**src/rtl/waddr_if.sv**
```systemverilog
// AXI write-address and write-response signals shared by the waddr_channel
// master port and whatever sits on the slave side.
//   awaddr  [63:0] burst address         awlen [7:0] burst length
//   awvalid / awready                    AW handshake
//   bvalid / bready                      B handshake
//   bresp   [1:0]  write response code
interface waddr_if;
  logic [63:0] awaddr;
  logic [7:0]  awlen;
  logic        awvalid;
  logic        awready;
  logic        bvalid;
  logic [1:0]  bresp;
  logic        bready;

  modport master (
    output awaddr, awlen, awvalid, bready,
    input  awready, bvalid, bresp
  );

  modport slave (
    input  awaddr, awlen, awvalid, bready,
    output awready, bvalid, bresp
  );
endinterface

```
**src/rtl/waddr_channel.sv**
```systemverilog
// Write-address issuer. Walks a (w1+1)x(h1+1) block grid and issues one AW
// burst per block at BLK_BYTES-spaced addresses starting at dest_address.
// Each burst needs one credit (blk_pulse from the output block buffer) and a
// free outstanding slot; B responses retire outstanding bursts. done_pulse
// fires once every burst of the frame has been acknowledged.
//
// Ports:
//   clk, rst_n        clock, asynchronous active-low reset
//   m_axi             AW/B channel (waddr_if.master)
//   start_pulse       one-cycle frame start (accepted only when idle)
//   dest_address      frame base address, sampled on accepted start
//   w1, h1            last x / y block index (inclusive), sampled on start
//   blk_pulse         one-cycle credit: one block buffered
//   busy              high whenever not idle
//   done_pulse        one-cycle frame completion
//   err               sticky bad-response flag
//
// Optional feature: define WADDR_BRESP_CHECK_EN to flag non-OKAY B responses
// on err. Without it err is tied low and bresp is ignored.
module waddr_channel #(
  parameter int unsigned BLK_BYTES       = 384,
  parameter int unsigned BURST_LEN       = 2,
  parameter int unsigned MAX_OUTSTANDING = 8
) (
  input  logic         clk,
  input  logic         rst_n,
  waddr_if.master      m_axi,
  input  logic         start_pulse,
  input  logic [63:0]  dest_address,
  input  logic [9:0]   w1,
  input  logic [9:0]   h1,
  input  logic         blk_pulse,
  output logic         busy,
  output logic         done_pulse,
  output logic         err
);

  localparam int OW = $clog2(MAX_OUTSTANDING + 1);

  typedef enum logic [3:0] {
    S_IDLE  = 4'b0001,
    S_ADDR  = 4'b0010,
    S_SEND  = 4'b0100,
    S_DRAIN = 4'b1000
  } state_t;

  state_t      r_state;
  state_t      w_next;

  logic [63:0] r_dest;
  logic [9:0]  r_w1;
  logic [9:0]  r_h1;
  logic [63:0] r_awaddr;
  logic [9:0]  r_x;
  logic [10:0] r_y;      // one extra bit so y = h1+1 is representable at h1 = 1023
  logic        r_first;
  logic [7:0]  r_credit;
  logic [OW-1:0] r_out;

  logic w_start_acc;
  logic w_frame_end;
  logic w_can_issue;
  logic w_issue;
  logic w_aw_hs;
  logic w_b_hs;
  logic w_cr_inc;
  logic w_out_dec;

  assign w_start_acc = (r_state == S_IDLE) && start_pulse;
  assign w_frame_end = (r_y > {1'b0, r_h1});
  assign w_can_issue = (r_credit != 8'd0) && (r_out < OW'(MAX_OUTSTANDING));
  assign w_issue     = (r_state == S_ADDR) && !w_frame_end && w_can_issue;
  assign w_aw_hs     = (r_state == S_SEND) && m_axi.awready;
  assign w_b_hs      = m_axi.bready && m_axi.bvalid;
  // Credits arriving while idle belong to no frame; saturate at 255.
  assign w_cr_inc    = blk_pulse && (r_state != S_IDLE) && (r_credit != 8'hFF);
  // A response with nothing outstanding cannot belong to us.
  assign w_out_dec   = w_b_hs && (r_out != '0);

  // State register
  always_ff @(posedge clk or negedge rst_n) begin
    if (!rst_n) r_state <= S_IDLE;
    else        r_state <= w_next;
  end

  // Next-state logic
  always_comb begin
    w_next = r_state;
    case (r_state)
      S_IDLE:  if (start_pulse) w_next = S_ADDR;
      S_ADDR: begin
        if (w_frame_end)      w_next = S_DRAIN;
        else if (w_can_issue) w_next = S_SEND;
      end
      S_SEND:  if (m_axi.awready) w_next = S_ADDR;
      S_DRAIN: if (r_out == '0)   w_next = S_IDLE;
      default: w_next = S_IDLE;
    endcase
  end

  // Output decode; awvalid is the SEND state flop, so it is registered.
  assign m_axi.awaddr  = r_awaddr;
  assign m_axi.awlen   = 8'(BURST_LEN);
  assign m_axi.awvalid = (r_state == S_SEND);
  assign m_axi.bready  = (r_state != S_IDLE);
  assign busy          = (r_state != S_IDLE);
  assign done_pulse    = (r_state == S_DRAIN) && (r_out == '0);

  // Frame configuration, captured on an accepted start
  always_ff @(posedge clk) begin
    if (w_start_acc) begin
      r_dest <= dest_address;
      r_w1   <= w1;
      r_h1   <= h1;
    end
  end

  // Address generation, grid walk and counters
  always_ff @(posedge clk or negedge rst_n) begin
    if (!rst_n) begin
      r_awaddr <= 64'd0;
      r_x      <= 10'd0;
      r_y      <= 11'd0;
      r_first  <= 1'b0;
      r_credit <= 8'd0;
      r_out    <= '0;
    end else begin
      if (w_start_acc) begin
        r_x     <= 10'd0;
        r_y     <= 11'd0;
        r_first <= 1'b1;
      end else if (w_issue) begin
        r_awaddr <= r_first ? r_dest : (r_awaddr + 64'(BLK_BYTES));
        r_first  <= 1'b0;
        if (r_x >= r_w1) begin
          r_x <= 10'd0;
          r_y <= r_y + 11'd1;
        end else begin
          r_x <= r_x + 10'd1;
        end
      end

      if (w_start_acc)               r_credit <= 8'd0;
      else if (w_cr_inc && !w_aw_hs) r_credit <= r_credit + 8'd1;
      else if (!w_cr_inc && w_aw_hs) r_credit <= r_credit - 8'd1;

      if (w_start_acc)                r_out <= '0;
      else if (w_aw_hs && !w_out_dec) r_out <= r_out + OW'(1);
      else if (!w_aw_hs && w_out_dec) r_out <= r_out - OW'(1);
    end
  end

`ifdef WADDR_BRESP_CHECK_EN
  logic r_err;

  // Sticky until the next accepted start; the frame itself still completes.
  always_ff @(posedge clk or negedge rst_n) begin
    if (!rst_n)                              r_err <= 1'b0;
    else if (w_start_acc)                    r_err <= 1'b0;
    else if (w_b_hs && m_axi.bresp != 2'b00) r_err <= 1'b1;
  end

  assign err = r_err;
`else
  logic w_unused_bresp;

  assign w_unused_bresp = ^m_axi.bresp;
  assign err            = 1'b0;
`endif

endmodule
```
**src/flat_wrapper.sv**
```systemverilog
// flat-port wrapper written by rule: the top's interface ports become plain ports
module waddr_channel_flat 
#(
  parameter int unsigned BLK_BYTES       = 384,
  parameter int unsigned BURST_LEN       = 2,
  parameter int unsigned MAX_OUTSTANDING = 8
)
  (clk, rst_n, start_pulse, dest_address, w1, h1, blk_pulse, busy, done_pulse, err, m_axi_awaddr, m_axi_awlen, m_axi_awvalid, m_axi_bready, m_axi_awready, m_axi_bvalid, m_axi_bresp);
  waddr_if m_axi_i ();
  input  logic clk;
  input  logic rst_n;
  input  logic start_pulse;
  input  logic [63:0] dest_address;
  input  logic [9:0] w1;
  input  logic [9:0] h1;
  input  logic blk_pulse;
  output logic busy;
  output logic done_pulse;
  output logic err;
  output wire logic [$bits(m_axi_i.awaddr)-1:0] m_axi_awaddr;
  output wire logic [$bits(m_axi_i.awlen)-1:0] m_axi_awlen;
  output wire logic [$bits(m_axi_i.awvalid)-1:0] m_axi_awvalid;
  output wire logic [$bits(m_axi_i.bready)-1:0] m_axi_bready;
  input wire logic [$bits(m_axi_i.awready)-1:0] m_axi_awready;
  input wire logic [$bits(m_axi_i.bvalid)-1:0] m_axi_bvalid;
  input wire logic [$bits(m_axi_i.bresp)-1:0] m_axi_bresp;
  assign m_axi_awaddr = m_axi_i.awaddr;
  assign m_axi_awlen = m_axi_i.awlen;
  assign m_axi_awvalid = m_axi_i.awvalid;
  assign m_axi_bready = m_axi_i.bready;
  assign m_axi_i.awready = m_axi_awready;
  assign m_axi_i.bvalid = m_axi_bvalid;
  assign m_axi_i.bresp = m_axi_bresp;
  waddr_channel #(.BLK_BYTES(BLK_BYTES), .BURST_LEN(BURST_LEN), .MAX_OUTSTANDING(MAX_OUTSTANDING)) u_core (.clk(clk), .rst_n(rst_n), .m_axi(m_axi_i), .start_pulse(start_pulse), .dest_address(dest_address), .w1(w1), .h1(h1), .blk_pulse(blk_pulse), .busy(busy), .done_pulse(done_pulse), .err(err));
endmodule
```
**config.mk**
```make
export PLATFORM = sky130hd
export DESIGN_NAME = waddr_channel_flat
export DESIGN_NICKNAME = d
export VERILOG_FILES = /design/src/rtl/waddr_if.sv /design/src/rtl/waddr_channel.sv /design/src/flat_wrapper.sv
export SDC_FILE = /design/constraint.sdc
export NUM_CORES = 1
export LEC_CHECK = 0
export ABC_AREA = 1
export BUFFER_PORTS_ARGS = -buffer_cell sky130_fd_sc_hd__clkbuf_2
export CAP_MARGIN = 25
export CORE_MARGIN = 1.5
export CORE_UTILIZATION = 30
export CTS_CLUSTER_DIAMETER = 50
export DETAILED_ROUTE_END_ITERATION = 16
export HOLD_SLACK_MARGIN = 0.06
export PLACE_DENSITY_LB_ADDON = 0.3
export SYNTH_ARGS = -nofsm -noshare
export SYNTH_HDL_FRONTEND = slang
export SYNTH_SLANG_ARGS = --single-unit
```
**constraint.sdc**
```tcl
create_clock -name clk -period 3.3 [get_ports clk]
set_input_delay 0.33 -clock clk [delete_from_list [all_inputs] [get_ports clk]]
set_output_delay 0.33 -clock clk [all_outputs]
set_load 0.02 [all_outputs]
```
### Yosys cells after proc, flatten, opt, wreduce, memory -nomap -nowiden

Cells that the tools add are included.

| word-level totals | value |
|---|---|
| bits of input ports | 92 |
| register bits | 186 |
| output and inout bits | 77 |
| logic and storage cells | 80 |

| operators by class | value |
|---|---|
| reduce and logical (&&, ||, !) cells | 28 |
| bitwise gates (word level) | 1 |
| $add $sub $neg | 7 |
| magnitude comparators | 3 |
| multiplexer cells | 21 |
| equality and inequality tests | 10 |

Operator list:

| operator | number |
|---|---|
| 64-bit by 9-bit adder with 64-bit output (second input constant) | 1 |
| 64-bit two-way mux | 1 |
| 11-bit two-way mux | 3 |
| 4-bit two-way mux | 8 |
| 10-bit two-way mux | 3 |
| 8-bit two-way mux | 3 |
| 4-bit case mux with 4 select lines | 1 |
| 1-bit logical AND | 14 |
| 11-bit by 1-bit adder with 11-bit output (second input constant) | 1 |
| 11-bit by 10-bit greater-than comparator with 1-bit output | 1 |
| 10-bit by 1-bit adder with 10-bit output (second input constant) | 1 |
| 10-bit greater-or-equal comparator | 1 |
| 8-bit by 1-bit adder with 8-bit output (second input constant) | 1 |
| 8-bit inequality test (second input constant) | 1 |
| 8-bit nonzero test | 1 |
| 8-bit by 1-bit subtractor with 8-bit output (second input constant) | 1 |
| 3-bit nonzero test | 2 |
| 4-bit by 1-bit adder with 4-bit output (second input constant) | 1 |
| 4-bit by 1-bit == test with 1-bit output (second input constant) | 1 |
| 4-bit by 2-bit == test with 1-bit output (second input constant) | 1 |
| 4-bit by 3-bit == test with 1-bit output (second input constant) | 1 |
| 4-bit == test (second input constant) | 1 |
| 1-bit logical NOT | 4 |
| 4-bit logical NOT | 1 |
| 12 further kinds | 16 |

### Longest topological paths before layout

| depth | value |
|---|---|
| word-level depth | 8 |
| depth in mapped cells | 16 |
| mapped depth without buffers | 16 |

### Worst setup path before layout

OpenSTA, ideal clock, no wires.

| timing | value |
|---|---|
| kind | register to register |
| start | reg u_core.r_state[0] |
| end | reg u_core.r_y[6] |
| buffers on the path | 1 |
| slack | 0.217 ns |
| arrival time | 2.965 ns |
| stages on the path, launching flop included | 9 |
| clock period less this slack | 3.083 ns |
| path through | dfstp_2 -> nand4_2 -> nor2_4 -> inv_2 -> nand4_1 -> nand2_1 -> buf_2 -> nand2_1 -> nand2_1 |

| on the way | value |
|---|---|
| elaborated cells between the ends (all ways) | 9 |

RTL lines:

| what | RTL line | RTL |
|---|---|---|
| from (decl) | waddr_channel.sv:47 | `state_t r_state;` |
| from (signal assigned) | waddr_channel.sv:83 | `else r_state <= w_next;` |
| 4-bit by 1-bit == test with 1-bit output * | waddr_channel.sv:69 | `assign w_start_acc = (r_state == S_IDLE) && start_pulse;` |
| 1-bit logical AND * | waddr_channel.sv:69 |  |
| via u_core.w_start_acc | waddr_channel.sv:60 | `logic w_start_acc;` |
| 2-bit nonzero test (no source line) | -- |  |
| 2-bit AND reduction (no source line) | -- |  |
| to (signal assigned) | waddr_channel.sv:137 | `r_y <= r_y + 11'd1;` |
| to (decl) | waddr_channel.sv:55 | `logic [10:0] r_y;` |

The timed path passes the listed nets; every way through them passes the cells marked *.
A chain may end at the register's enable or synchronous reset.

### Worst setup path in the final report

| timing | value |
|---|---|
| start | reg u_core.r_state[0] |
| end | reg u_core.r_credit[6] |

| on the way | value |
|---|---|
| word-level cells in the longest chain between the ends | 6 |
| elaborated cells between the ends (all ways) | 14 |

RTL lines:

| what | RTL line | RTL |
|---|---|---|
| 4-bit by 1-bit inequality test with 1-bit output or 4-bit by 3-bit == test with 1-bit output (tied branches) | waddr_channel.sv:76, waddr_channel.sv:73 |  |
| 1-bit logical AND, on equally long branches | waddr_channel.sv:76, waddr_channel.sv:73 |  |
| 1-bit logical AND or 1-bit logical NOT (tied branches) | waddr_channel.sv:76, waddr_channel.sv:144 |  |
| 1-bit logical AND or 1-bit logical NOT (tied branches) | waddr_channel.sv:144, waddr_channel.sv:145 |  |
| 8-bit two-way mux or 1-bit logical AND (tied branches) | waddr_channel.sv:144, waddr_channel.sv:145 |  |
| 8-bit two-way mux or 3-bit nonzero test (tied branches) | -- |  |
| to (signal assigned) | waddr_channel.sv:144 | `else if (w_cr_inc && !w_aw_hs) r_credit <= r_credit + 8'd1;` |
| to (signal assigned) | waddr_channel.sv:145 | `else if (!w_cr_inc && w_aw_hs) r_credit <= r_credit - 8'd1;` |
| to (decl) | waddr_channel.sv:57 | `logic [7:0] r_credit;` |

Parallel ways exist; a longest one is shown, timed or not.

==> results.md <==
- Status: finished clean
- Worst-path clk slew: 0.07 ns
- Worst path bufs/invs: 2
- Die Y: 189.6 µm
- Max Cap Viol: 0
- Post-route clock skew: 0.01411 ns
- WHS Endpoint: u_core.r_dest[20]
- Layout area overhead: 24.40%
- Initial antenna violation count: 0
- DIE AREA: 35940 µm²
- Synth Area in XOR/XNOR: 0.02684
- Worst-path cell chain: nand4_2 -> inv_1 -> nor2_1 -> ha_1 -> inv_1 -> ha_1 -> a21oi_1 -> o21ai_0 -> nand2_1 -> nand2_1 -> a21oi_1 -> and2_1 -> o21ai_0
- Final min period: 2.729 ns
- CTS tree: yes
- Routed Wire Length: 30.07 mm
- TritonCTS Buffers: 17
- First-pass GRT wire length: 47.73 mm
- Syn Area/Cell: 7.917 µm²
- Vias in the first global route: 8834
- Fmax: 0.3664 GHz
- FF-to-FF End: u_core.r_credit[6]
- Post-synthesis compound-gate area fraction: 0.05440
- Latest clock arrival within the worst-skew pair: 0.44 ns
- TNS Setup: 0 ns
- Critical-path top delay cell: dfstp_2
- Post-Synth Adder-Cell Area: 0.04337
- Synth Instances: 1319
- Vias per inst: 4.604
- Root buf cell: clkbuf_16
- PwrDens: 772.1 nW/µm²
- Final Cycle Share: 0.8270
- Worst path arrival time: 3.05 ns
- Critical path class: reg -> reg
- Max-slew headroom: 0.4820
- Leak: 6.037 nW
- Nets@finish: 1668
- R2R depth: 13
- Final setup viols: 0
- Core ar.: 34370 µm²
- RSZ-0062 raised after global routing: no
- Half-perimeter wire length after placement: 21.95 mm
- Fillers: 3579
- Initial DRC Count: 592
- Dpl ws: 0.5580 ns
- Antenna diodes: 0
- Commonest non-fill, non-tap cell in the layout: nand2_1
- Final Hold Fails: 0
- Cell Rows: 68
- Hold Path Stages: 1
- Min-Delay Path Class: in -> reg
- Die width: 189.6 µm
- Multiplexer share of the synthesized area: 0.001917
- Netlist Area Pre-Place: 10440 µm²
- Max FO, Critical Path: 6
- DR DRC count: 0
- Largest family of logic cells by synthesized area: simple AND/OR/NAND/NOR gates
- Slew of the pin with the lowest slew margin: 0.7770 ns
- Crit start category: flop
- CP delay by family, top: simple AND/OR/NAND/NOR gates
- Share of layout cells above drive strength 1: 0.1390
- Post-Synth Simple-Gate Area: 0.3143
- Worst Path Required: 3.63 ns
- PostCTS Resize Cnt: 0
- Cell variety after synth: 42
- Yosys warning count: 0
- Crit. End Element: flop
- Slack of the worst reg-to-reg path: 0.57 ns
- Max-slew violation count: 0
- Sequential fraction of the synthesis area: 0.4861
- Total power: 10.03 mW
- Pre-Repair DR Iteration Count: 8
- Startpoint of the worst hold path: dest_address[20]
- Seq cells post-synth: 186
- Tot GR Track Use: 0.1718
- Starting Density: 0.3038
- Antenna Violating Nets Remaining: 0
- Grt ovf: 0
- Clk sinks: 186
- DR WL/cell: 14.97 µm
- Number of top-level pins: 169
- Commonest non-fill, non-tap cells in the layout: 441 x nand2_1, 156 x clkbuf_2, 154 x nor2_1, 134 x inv_1, 103 x nand3_1
- Slowest cell delay on critical path: 0.57 ns
- Via Count: 9250
- Final worst slack: 0.5709 ns
- Crit Reg-Reg Startpoint: u_core.r_state[0]
- H-tree depth: 4
- VDD IR max: 0.4907 mV
- IO buf count: 157
- CTS max path bufs: 2
- Pin count of the biggest net entering global routing: 91
- GPL Wtd Cong: 0.9276
-- metrics by stage --
step | hold slack, ns | cell area [µm²] | std cells | utilization
after floorplan | 0.03441 | 10470 | 1326 | -
after global placement | 0.4305 | 11690 | 1906 | 0.3401
after detailed placement | 0.4325 | 11690 | 1906 | 0.3401
after CTS | 0.06024 | 12960 | 2006 | 0.3770
after global routing | 0.06278 | 12990 | 2009 | 0.3779
final | 0.07945 | 12990 | 2009 | 0.3779
-- state kept, by name, summed over array words and instances (netlist names) --
register	flops
u_core.m_axi.awaddr	64
u_core.r_x	10
u_core.r_h1	10
u_core.r_credit	8
u_core.r_w1	10
u_core.r_out	4
u_core.r_first	1
u_core.r_dest	64
u_core.r_y	11
u_core.r_state	4
-- layer usage --
| layer | global-route usage | wire length (µm) | vias up |
|---|---|---|---|
| li1 | - | - | 4716 |
| met1 | 0.2232 | 13710 | 4273 |
| met2 | 0.2905 | 14400 | 230 |
| met3 | 0.03191 | 1354 | 31 |
| met4 | 0.05037 | 605 | 0 |
| met5 | 0 | 0 | - |
-- synth_stat cells --
master	count	area, µm²
nand2_1	441	1655
nor2_1	154	578.1
inv_1	134	503.0
nand3_1	103	515.5
dfrtp_1	101	2527
edfxtp_1	84	2522
o21ai_0	66	330.3
nand4_1	36	225.2
ha_1	33	412.9
xor2_1	24	210.2
a21oi_1	21	105.1
clkbuf_1	16	60.06
nor3_1	15	75.07
buf_4	13	97.59
nand3b_1	9	67.56
o21ai_1	8	40.04
xnor2_1	8	70.07
buf_2	7	35.03
nor2_4	5	56.30
o22ai_1	5	31.28
buf_6	4	45.04
or2_2	4	25.02
inv_2	3	11.26
and2_1	2	12.51
conb_1	2	7.510
fa_1	2	40.04
mux2i_1	2	20.02
nor3b_1	2	15.01
o21bai_1	2	15.01
a211oi_1	1	7.510
a31o_2	1	8.760
a31oi_1	1	6.260
buf_1	1	3.750
dfstp_2	1	26.28
nand2_2	1	6.260
nand3_2	1	10.01
nand4_2	1	12.51
nor2_2	1	6.260
nor4_4	1	21.27
o211ai_1	1	7.510
o31ai_1	1	7.510
o41ai_1	1	8.760
-- logic make-up (layout without fill, tap and decap cells) --
logic type / after synthesis / in the layout
other: 2 / 9
flip-flops: 186 / 186
XOR/XNOR: 32 / 32
adder cells (fa/ha/maj): 35 / 35
AO/OA/AOI/OAI: 108 / 108
AND/OR/NAND/NOR: 776 / 776
multiplexers: 2 / 2
buffers and inverters: 178 / 406
-- area by class of cell --
| class | instances | area (µm²) | area share |
|---|---|---|---|
| tap | 455 | 569.3 | 0.04383 |
| clock inverter | 12 | 141.4 | 0.01088 |
| sequential | 186 | 5077 | 0.3909 |
| inverter | 137 | 514.2 | 0.03959 |
| multi-input combinational | 962 | 4637 | 0.3570 |
| clock buffer | 20 | 446.7 | 0.03439 |
| timing repair buffer | 237 | 1604 | 0.1235 |
-- worst max-delay path by stage --
stage / startpoint / end / slack (ns) / depth (start not counted)
2_1_floorplan: u_core.r_state[0] / u_core.r_y[6] / 0.22 / 8
3_3_place_gp: u_core.r_state[0] / u_core.r_credit[6] / 0.66 / 13
3_5_place_dp: u_core.r_state[0] / u_core.r_credit[6] / 0.56 / 13
4_1_cts: u_core.r_state[0] / u_core.r_credit[6] / 0.56 / 13
5_1_grt: u_core.r_state[0] / u_core.r_credit[6] / 0.34 / 13
6_report: u_core.r_state[0] / u_core.r_credit[6] / 0.57 / 13
-- worst register-to-register path: cells and delay by family, from the launching register on --
kind                     cells  cell delay [ns]
AND/OR/NAND/NOR              5             0.61
flip-flops                   1             0.57
adder cells (fa/ha/maj)      2             0.55
buffers and inverters        2             0.38
AO/OA/AOI/OAI                4             0.50
-- where the power goes --
part / leakage (nW) / total (mW) / switching, mW / internal [mW]
Clock: 0.292 / 2.11 / 0.959 / 1.15
Sequential: 2.09 / 3.99 / 0.766 / 3.22
Combinational: 3.65 / 3.93 / 2.61 / 1.33
Total: 6.04 / 10.0 / 4.33 / 5.70
-- timing repair --
action | 4_1_cts | 5_1_grt
hold endpoints to repair | 118 | 3
buffers inserted | 0 | 0
hold buffers | 68 | 3
Power figures use the tool's default switching activity.
